`src/rtl/tea_pkg.sv`:
```
// Shared TEA constants and types for the encrypt/decrypt pair.
// The decrypt stage starts from TEA_SUM_FINAL and walks the sum back down.
package tea_pkg;

  localparam logic [31:0] TEA_DELTA     = 32'h9E37_79B9;
  localparam int          TEA_ROUNDS    = 32;
  localparam logic [31:0] TEA_SUM_FINAL = 32'hC6EF_3720;

  // Packed so that k0 lands in bits [31:0] of the flat 128-bit key.
  typedef struct packed {
    logic [31:0] k3;
    logic [31:0] k2;
    logic [31:0] k1;
    logic [31:0] k0;
  } tea_key_t;

  typedef enum logic [1:0] {
    IDLE = 2'd0,
    RUN  = 2'd1,
    DONE = 2'd2
  } tea_state_t;

  typedef struct packed {
    tea_state_t  state;
    logic [5:0]  cnt;
    logic [31:0] sum;
  } tea_dbg_t;

  // One TEA half-round mixing term: ((v<<4)+ka) ^ (v+s) ^ ((v>>5)+kb).
  function automatic logic [31:0] tea_mix(input logic [31:0] v,
                                          input logic [31:0] ka,
                                          input logic [31:0] kb,
                                          input logic [31:0] s);
    return ((v << 4) + ka) ^ (v + s) ^ ((v >> 5) + kb);
  endfunction

endpackage

```
`src/rtl/tea_encrypt_if.sv`:
```
// Block-level handshake bundle for tea_encrypt.
// Both ports use valid/ready: a transfer happens on the rising edge where valid && ready.
interface tea_encrypt_if;
  logic         in_valid;
  logic         in_ready;
  logic [31:0]  in_v0;
  logic [31:0]  in_v1;
  logic [127:0] in_key;
  logic         out_valid;
  logic         out_ready;
  logic [31:0]  out_v0;
  logic [31:0]  out_v1;
  logic         busy;

  modport master (
    output in_valid, in_v0, in_v1, in_key, out_ready,
    input  in_ready, out_valid, out_v0, out_v1, busy
  );

  modport slave (
    input  in_valid, in_v0, in_v1, in_key, out_ready,
    output in_ready, out_valid, out_v0, out_v1, busy
  );
endinterface

```
`src/rtl/tea_round.sv`:
```
// One full TEA Feistel cycle, purely combinational.
// The second half-round consumes the freshly updated v0.
module tea_round
  import tea_pkg::*;
(
  input  logic [31:0] v0,
  input  logic [31:0] v1,
  input  logic [31:0] sum,
  input  tea_key_t    key,
  output logic [31:0] v0_next,
  output logic [31:0] v1_next,
  output logic [31:0] sum_next
);

  always_comb begin
    sum_next = sum + TEA_DELTA;
    v0_next  = v0 + tea_mix(v1, key.k0, key.k1, sum_next);
    v1_next  = v1 + tea_mix(v0_next, key.k2, key.k3, sum_next);
  end

endmodule

```
`src/rtl/tea_encrypt.sv`:
```
// Iterative TEA encryptor: accepts a block in IDLE, runs ROUNDS cycles in RUN,
// and holds the ciphertext in DONE until the consumer takes it.
module tea_encrypt
  import tea_pkg::*;
#(
  parameter int ROUNDS = TEA_ROUNDS
) (
  input  logic                clk,
  input  logic                reset,
  tea_encrypt_if.slave        bus,
  output tea_dbg_t            dbg
);

  tea_state_t  state_q, state_d;
  logic [5:0]  cnt_q;
  logic [31:0] sum_q, v0_q, v1_q;
  tea_key_t    key_q;
  logic [31:0] r_v0, r_v1, r_sum;
  logic        last_round;

  tea_round u_round (
    .v0       (v0_q),
    .v1       (v1_q),
    .sum      (sum_q),
    .key      (key_q),
    .v0_next  (r_v0),
    .v1_next  (r_v1),
    .sum_next (r_sum)
  );

  assign last_round = (cnt_q == 6'(ROUNDS - 1));

  always_comb begin
    state_d = state_q;
    case (state_q)
      IDLE:    if (bus.in_valid)  state_d = RUN;
      RUN:     if (last_round)    state_d = DONE;
      DONE:    if (bus.out_ready) state_d = IDLE;
      default: state_d = IDLE;
    endcase
  end

  always_ff @(posedge clk) begin
    if (reset) begin
      state_q <= IDLE;
      cnt_q   <= '0;
      sum_q   <= '0;
      v0_q    <= '0;
      v1_q    <= '0;
      key_q   <= '0;
    end else begin
      state_q <= state_d;
      case (state_q)
        IDLE: if (bus.in_valid) begin
          v0_q  <= bus.in_v0;
          v1_q  <= bus.in_v1;
          key_q <= tea_key_t'(bus.in_key);
          sum_q <= '0;
          cnt_q <= '0;
        end
        RUN: begin
          v0_q  <= r_v0;
          v1_q  <= r_v1;
          sum_q <= r_sum;
          cnt_q <= cnt_q + 6'd1;
        end
        default: ;
      endcase
    end
  end

  // Ready is masked while reset is asserted so nothing is offered during the reset cycle.
  assign bus.in_ready  = (state_q == IDLE) && !reset;
  assign bus.out_valid = (state_q == DONE);
  assign bus.busy      = (state_q != IDLE);
  assign bus.out_v0    = v0_q;
  assign bus.out_v1    = v1_q;

  assign dbg.state = state_q;
  assign dbg.cnt   = cnt_q;
  assign dbg.sum   = sum_q;

endmodule

```
`src/flat_wrapper.sv`:
```
// flat-port wrapper written by rule: the top's interface ports become plain ports
module tea_encrypt_flat import tea_pkg::*;
#(
  parameter int ROUNDS = TEA_ROUNDS
)
  (clk, reset, dbg, bus_in_valid, bus_in_v0, bus_in_v1, bus_in_key, bus_out_ready, bus_in_ready, bus_out_valid, bus_out_v0, bus_out_v1, bus_busy);
  tea_encrypt_if bus_i ();
  input  logic clk;
  input  logic reset;
  output tea_dbg_t dbg;
  input wire logic [$bits(bus_i.in_valid)-1:0] bus_in_valid;
  input wire logic [$bits(bus_i.in_v0)-1:0] bus_in_v0;
  input wire logic [$bits(bus_i.in_v1)-1:0] bus_in_v1;
  input wire logic [$bits(bus_i.in_key)-1:0] bus_in_key;
  input wire logic [$bits(bus_i.out_ready)-1:0] bus_out_ready;
  output wire logic [$bits(bus_i.in_ready)-1:0] bus_in_ready;
  output wire logic [$bits(bus_i.out_valid)-1:0] bus_out_valid;
  output wire logic [$bits(bus_i.out_v0)-1:0] bus_out_v0;
  output wire logic [$bits(bus_i.out_v1)-1:0] bus_out_v1;
  output wire logic [$bits(bus_i.busy)-1:0] bus_busy;
  assign bus_i.in_valid = bus_in_valid;
  assign bus_i.in_v0 = bus_in_v0;
  assign bus_i.in_v1 = bus_in_v1;
  assign bus_i.in_key = bus_in_key;
  assign bus_i.out_ready = bus_out_ready;
  assign bus_in_ready = bus_i.in_ready;
  assign bus_out_valid = bus_i.out_valid;
  assign bus_out_v0 = bus_i.out_v0;
  assign bus_out_v1 = bus_i.out_v1;
  assign bus_busy = bus_i.busy;
  tea_encrypt #(.ROUNDS(ROUNDS)) u_core (.clk(clk), .reset(reset), .bus(bus_i), .dbg(dbg));
endmodule
```
`config.mk`:
```
export PLATFORM = sky130hd
export DESIGN_NAME = tea_encrypt_flat
export DESIGN_NICKNAME = d
export VERILOG_FILES = /design/src/rtl/tea_pkg.sv /design/src/rtl/tea_encrypt_if.sv /design/src/rtl/tea_round.sv /design/src/rtl/tea_encrypt.sv /design/src/flat_wrapper.sv
export SDC_FILE = /design/constraint.sdc
export NUM_CORES = 1
export LEC_CHECK = 0
export ABC_AREA = 0
export CAP_MARGIN = 20
export CORE_MARGIN = 4
export CORE_UTILIZATION = 45
export CTS_CLUSTER_DIAMETER = 40
export DETAILED_ROUTE_END_ITERATION = 16
export GPL_TIMING_DRIVEN = 0
export HOLD_SLACK_MARGIN = 0.12
export PLACE_DENSITY_LB_ADDON = 0.12
export SETUP_SLACK_MARGIN = 0.02
export SYNTH_ARGS = -nofsm -noshare
export SYNTH_HDL_FRONTEND = slang
export SYNTH_SLANG_ARGS = --single-unit
```
`constraint.sdc`:
```
create_clock -name clk -period 12.16 [get_ports clk]
set_input_delay 1.216 -clock clk [delete_from_list [all_inputs] [get_ports clk]]
set_output_delay 1.216 -clock clk [all_outputs]
set_load 0.1 [all_outputs]
```
# Word level (Yosys, flattened, before mapping)
# Cells that the tools add are included.
# W data, S select, Z words.
# word_totals
register_bits	232
in_bits	196
output_inout_bits	107
wordCells	49
# op_classes
n_addsub	10
n_eq_ne	6
n_mux	12
bitwise_logic	4
reduce_logical	8
# ops
cell	count
$add A32 B32 Y32	6
$pmux W32 S2	3
$xor A32 B32 Y32	4
$mux W32	3
$add A27 B32 Y32	2
$add A32 B32 Y32 const B	1
$pmux W6 S2	1
$add A6 B1 Y6 const B	1
$eq A6 B5 Y1 const B	1
$mux W2	3
$mux W6	1
$pmux W2 S3	1
$ne A2 B2 Y1 const B	2
$reduce_and A2 Y1	2
$reduce_bool A2 Y1	2
$reduce_and A3 Y1	1
$eq A2 B1 Y1 const B	1
$eq A2 B2 Y1 const B	1
$logic_not A2 Y1	1
$ne A2 B1 Y1 const B	1
$logic_and A1 B1 Y1	1
$logic_not A1 Y1	1

# Depth between registers and ports, before layout
# depth
depth_word	10
depth_mapped	50
depth_no_buf	50

# Modules after synthesis
# Synthesis repeated with hierarchy kept, for this count alone.
# unflattened
hier_cells	2804
hier_area_um2	21637.0
# modules_own_cells
module	n_inst	cells_each	area_each_um2	seq_area_each_um2
tea_round	1	1631	12339.3	0.0
tea_encrypt	1	1173	9297.7	4644.5

# Least setup slack after synthesis
# OpenSTA, ideal clock, no wires.
# synth_timing
kind	register to register
startpoint	reg u_core.sum_q[0]
endpoint	reg u_core.v1_q[31] (netlist: u_core.bus.out_v1[31])
setup_time_ps	75
arrival_ps	9231
t_required_ps	12085
setup_slack_ps	2854
path_stages_with_launch	48
n_path_buf	0
synth_period_minus_slack_ps	9306
cell_sequence	dfxtp_1 > ha_1 > a2111o_1 > a21o_1 > o21ai_2 > nor2_1 > nor2_1 > xor2_1 > ha_1 > nand3_1 > nor2_1 > a211o_1 > a21o_1 > a21o_1 > xnor2_1 > xnor2_1 > ha_1 > and3_1 > (+12 left out) > o21ai_0 > nand2b_1 > a21o_1 > a21o_1 > xor2_1 > ha_1 > a21o_1 > a21o_1 > a21oi_1 > o21ai_0 > a41o_1 > o21a_1 > o21ai_1 > nor2b_1 > o21ai_1 > a31oi_1 > xnor3_1 > o22ai_2
# synth_via
elab_chain_cells	10
word_cells_on_any_way	12
classes_between	add/sub (7); mux (1); bitwise (4)
# synth_lines
item	line	rtl
start: declaration	tea_encrypt.sv:16	logic [31:0] sum_q, v0_q, v1_q;
start signal: assignment	tea_encrypt.sv:64	sum_q <= r_sum;
$add A32 B32 Y32 *	tea_round.sv:16	sum_next = sum + TEA_DELTA;
$add A32 B32 Y32	tea_pkg.sv:34	return ((v << 4) + ka) ^ (v + s) ^ ((v >> 5) + kb);
$xor A32 B32 Y32 (2 in series)	tea_pkg.sv:34	
$add A32 B32 Y32	tea_round.sv:17	v0_next = v0 + tea_mix(v1, key.k0, key.k1, sum_next);
$add A32 B32 Y32	tea_pkg.sv:34	
$xor A32 B32 Y32	tea_pkg.sv:34	
$xor A32 B32 Y32 *	tea_pkg.sv:34	
$add A32 B32 Y32 *	tea_round.sv:18	v1_next = v1 + tea_mix(v0_next, key.k2, key.k3, sum_next);
$pmux W32 S2 *	tea_encrypt.sv:53	case (state_q)
end signal: assignment	tea_encrypt.sv:56	v1_q <= bus.in_v1;
end signal: assignment	tea_encrypt.sv:63	v1_q <= r_v1;
end: declaration	tea_encrypt.sv:16	
# Every way passes the cells marked *; elsewhere a longest branch is shown, timed or not.
# A chain may end at the register's enable or synchronous reset.

# Worst setup path in the final report
# Same ends and word-level chain as after synthesis.

==> run metrics <==
Final Cycle Share 94.6%; number of library cell types mapped by synthesis 81; routing layer with the top usage in global route met2; dominant cells by area after synthesis sky130_fd_sc_hd__dfxtp_1 22%, sky130_fd_sc_hd__ha_1 15%, sky130_fd_sc_hd__xnor2_1 13%; Crit path arrival time 11.94 ns; dominant cell by count in the synthesized netlist sky130_fd_sc_hd__nand2_1; first-pass GRT wire length 122000 um; number of buffers created by CTS 44; Std-Cell Rows 78; Slew @ Worst Pin 1.17 ns; deepest level of the CTS H-tree 2; share of the synthesized area in the top cell type 22.4%; Pre-antenna DRT Iters 6; GRT overflow 0; Yosys reg bits 232; num ports 303; Commonest cells post-synth 422 x sky130_fd_sc_hd__nand2_1, 375 x sky130_fd_sc_hd__a21oi_1, 317 x sky130_fd_sc_hd__xnor2_1, 249 x sky130_fd_sc_hd__ha_1, 232 x sky130_fd_sc_hd__dfxtp_1; Post-CTS Setup Bufs 0; number of enable-type register cells in the synthesized netlist 0; Layout Nets between 3000 and 4000; Starting Density 45.7%; synthesis warning total 0; Avg Inst Size Synth between 7 and 8 um^2; critical path start-end classification reg2reg; max capacitance violation total 0; largest fanout on the critical path 6; total negative slack 0 ns; via count between 20000 and 25000; post-synthesis instance total 2673; outcome finished clean; highest clock rate 0.0870 GHz; post-synthesis cell area between 20000 and 25000 um^2; GR Layer Usage met2 about 51%; Reg clk slew, reported paths 0.05 ns; GP Congestion 0.968; CP startpoint kind flop; vias per cell 5.84; worst-skew pair later-pin latency 0.60 ns; clock tree from TritonCTS done; antenna diode count 0; Slew Limit Headroom between 20% and 30%; maximum single-stage delay on the critical path 0.80 ns; detailed placement HPWL approximately 68000 um; Detail Route Antenna Nets 0; CTS sink count 232; DRC viols 0; type of the worst min-delay path reg2reg; WL/cell roughly 23 um; largest net degree at the start of global routing 13; All-Layer GR Usage between 30% and 40%; hold violation count in the final report 0; placeable core region 45500 um^2; Total Die Area 49700 um^2; CTS root buffer sky130_fd_sc_hd__clkbuf_16; setup repair after global routing missed its margin no; syn nets 3126; Fillers 4304; number of buffers inserted by port buffering 301; predominant post-synthesis flop cell sky130_fd_sc_hd__dfxtp_1; met3 demand-to-capacity share in global routing 7.37%; post-layout min period 11.50 ns; Pins Over Slew Limit 0; skew final 0.0242 ns; critical-path cell with the highest stage delay sky130_fd_sc_hd__xnor2_1; Crit. End Element flop; area delta synth->final 26.2%; number of antenna violations at the first check in global routing 3; Die H about 220 um; library cell occupying the most area in the post-synthesis netlist sky130_fd_sc_hd__dfxtp_1; number of buffers on the longest clock path 3; violation count after the first detailed-routing iteration 1758; vias in the first global route 20500; FFs w/ async S/R, synth 0%; met1 track demand over resource in global routing between 40% and 50%; part of the Yosys area used for sequential elements 22.4%; final setup violating endpoints 0; ratio of cells with drive above 1 in the final layout between 3 and 4%; drt total wl 83700 um; width of the die 223 um; required time at the endpoint of the critical path about 13 ns
## repair_timing
action                     4_1_cts  5_1_grt
hold endpoints to repair         0        0
gates resized for setup          0        1
setup endpoints to repair        0        2
hold buffers                     0        0
## worst max-delay path: cells and delay by family, from the launching register on
family,cells,cell delay (ns)
compound gates,22,5.23
xor+xnor,7,2.51
fa+ha+maj,5,1.77
flops,1,0.39
simple gates,11,1.45
## cells in the final DEF (no fill, tap or decap), types with 5 or more instances in the layout
cell type,synthesis,final
sky130_fd_sc_hd__a211oi_1,12,12
sky130_fd_sc_hd__a21o_1,126,126
sky130_fd_sc_hd__a21oi_1,375,375
sky130_fd_sc_hd__a221o_1,5,5
sky130_fd_sc_hd__a221oi_1,7,7
sky130_fd_sc_hd__a22oi_1,67,67
sky130_fd_sc_hd__a31oi_1,26,26
sky130_fd_sc_hd__and2_1,5,5
sky130_fd_sc_hd__and3_1,25,25
sky130_fd_sc_hd__buf_1,8,8
sky130_fd_sc_hd__bufinv_16,0,9
sky130_fd_sc_hd__clkbuf_1,87,89
sky130_fd_sc_hd__clkbuf_16,0,45
sky130_fd_sc_hd__clkbuf_8,0,7
sky130_fd_sc_hd__clkdlybuf4s50_1,0,301
sky130_fd_sc_hd__dfxtp_1,232,232
sky130_fd_sc_hd__fa_1,8,8
sky130_fd_sc_hd__ha_1,249,249
sky130_fd_sc_hd__inv_1,53,53
sky130_fd_sc_hd__inv_6,0,5
sky130_fd_sc_hd__nand2_1,422,422
sky130_fd_sc_hd__nand2b_1,33,33
sky130_fd_sc_hd__nand3_1,55,55
sky130_fd_sc_hd__nand4_1,18,18
sky130_fd_sc_hd__nor2_1,134,134
sky130_fd_sc_hd__nor2b_1,20,20
sky130_fd_sc_hd__nor3_1,38,38
sky130_fd_sc_hd__nor3b_1,5,5
sky130_fd_sc_hd__o211ai_1,7,7
sky130_fd_sc_hd__o21a_1,23,23
sky130_fd_sc_hd__o21ai_0,80,80
sky130_fd_sc_hd__o21ai_1,39,39
sky130_fd_sc_hd__o21ai_2,5,5
sky130_fd_sc_hd__o21bai_1,29,29
sky130_fd_sc_hd__o22ai_1,5,5
sky130_fd_sc_hd__o31ai_1,6,6
sky130_fd_sc_hd__or3_1,9,9
sky130_fd_sc_hd__xnor2_1,317,317
sky130_fd_sc_hd__xor2_1,58,58
## per-layer routing
layer  routed length (um)  share of wire [%]
met1                36400                 43
met2                36900                 44
met3                 7110                8.5
met4                 3390                4.0
met5                    0                  0
## kinds of logic after synthesis
kind of cell,count (synthesis),synth area share (%)
buffers and inverters,151,2.78
adder cells (fa/ha/maj),257,15.8
flip-flops,232,22.4
AO/OA/AOI/OAI,869,26.3
AND/OR/NAND/NOR,784,16.6
XOR/XNOR,380,16.3
## state kept, by name (all words and copies together), names as in the netlist
register	cells
u_core.bus.out_v0	32
u_core.state_q	2
u_core.key_q	128
u_core.cnt_q	6
u_core.sum_q	32
u_core.bus.out_v1	32
## final cells by class
class | instances | area (um^2) | area share, %
Tap cell | 600 | 751 | 2.86
Inverter | 53 | 199 | 0.759
Sequential cell | 232 | 4640 | 17.7
Clock inverter | 24 | 410 | 1.57
Buffer | 98 | 379 | 1.45
Clock buffer | 55 | 1230 | 4.71
Multi-Input combinational cell | 2290 | 15600 | 59.3
Timing Repair Buffer | 303 | 3040 | 11.6
## per-stage QoR
step                      hold slack [ns]  util [%]  worst slack [ns]  std cells  cell area (um^2)
after CTS                           0.462      57.6             0.694       3655             26200
after global placement              0.451      54.0             0.812       3574             24500
after floorplan                     0.440         -              2.85       2673             20800
after detailed placement            0.455      54.0             0.768       3576             24600
final                               0.460      57.6             0.660       3655             26200
after global routing                0.476      57.6             0.178       3655             26200
## path summary, 6_finish.rpt
check	startpoint	end	slack [ns]	depth (start not counted)
min	u_core.key_q[50]$_SDFFE_PP0P_	u_core.key_q[50]$_SDFFE_PP0P_	0.46	2
max reg2reg	u_core.sum_q[0]$_SDFFE_PP0P_	u_core.bus.out_v1[31]$_SDFFE_PP0P_	0.66	45
max	u_core.sum_q[0]$_SDFFE_PP0P_	u_core.bus.out_v1[31]$_SDFFE_PP0P_	0.66	45
min reg2reg	u_core.key_q[50]$_SDFFE_PP0P_	u_core.key_q[50]$_SDFFE_PP0P_	0.46	2
Power is not shown: default switching activity piles up to over one toggle a cycle in this logic, so the estimate is an artifact.
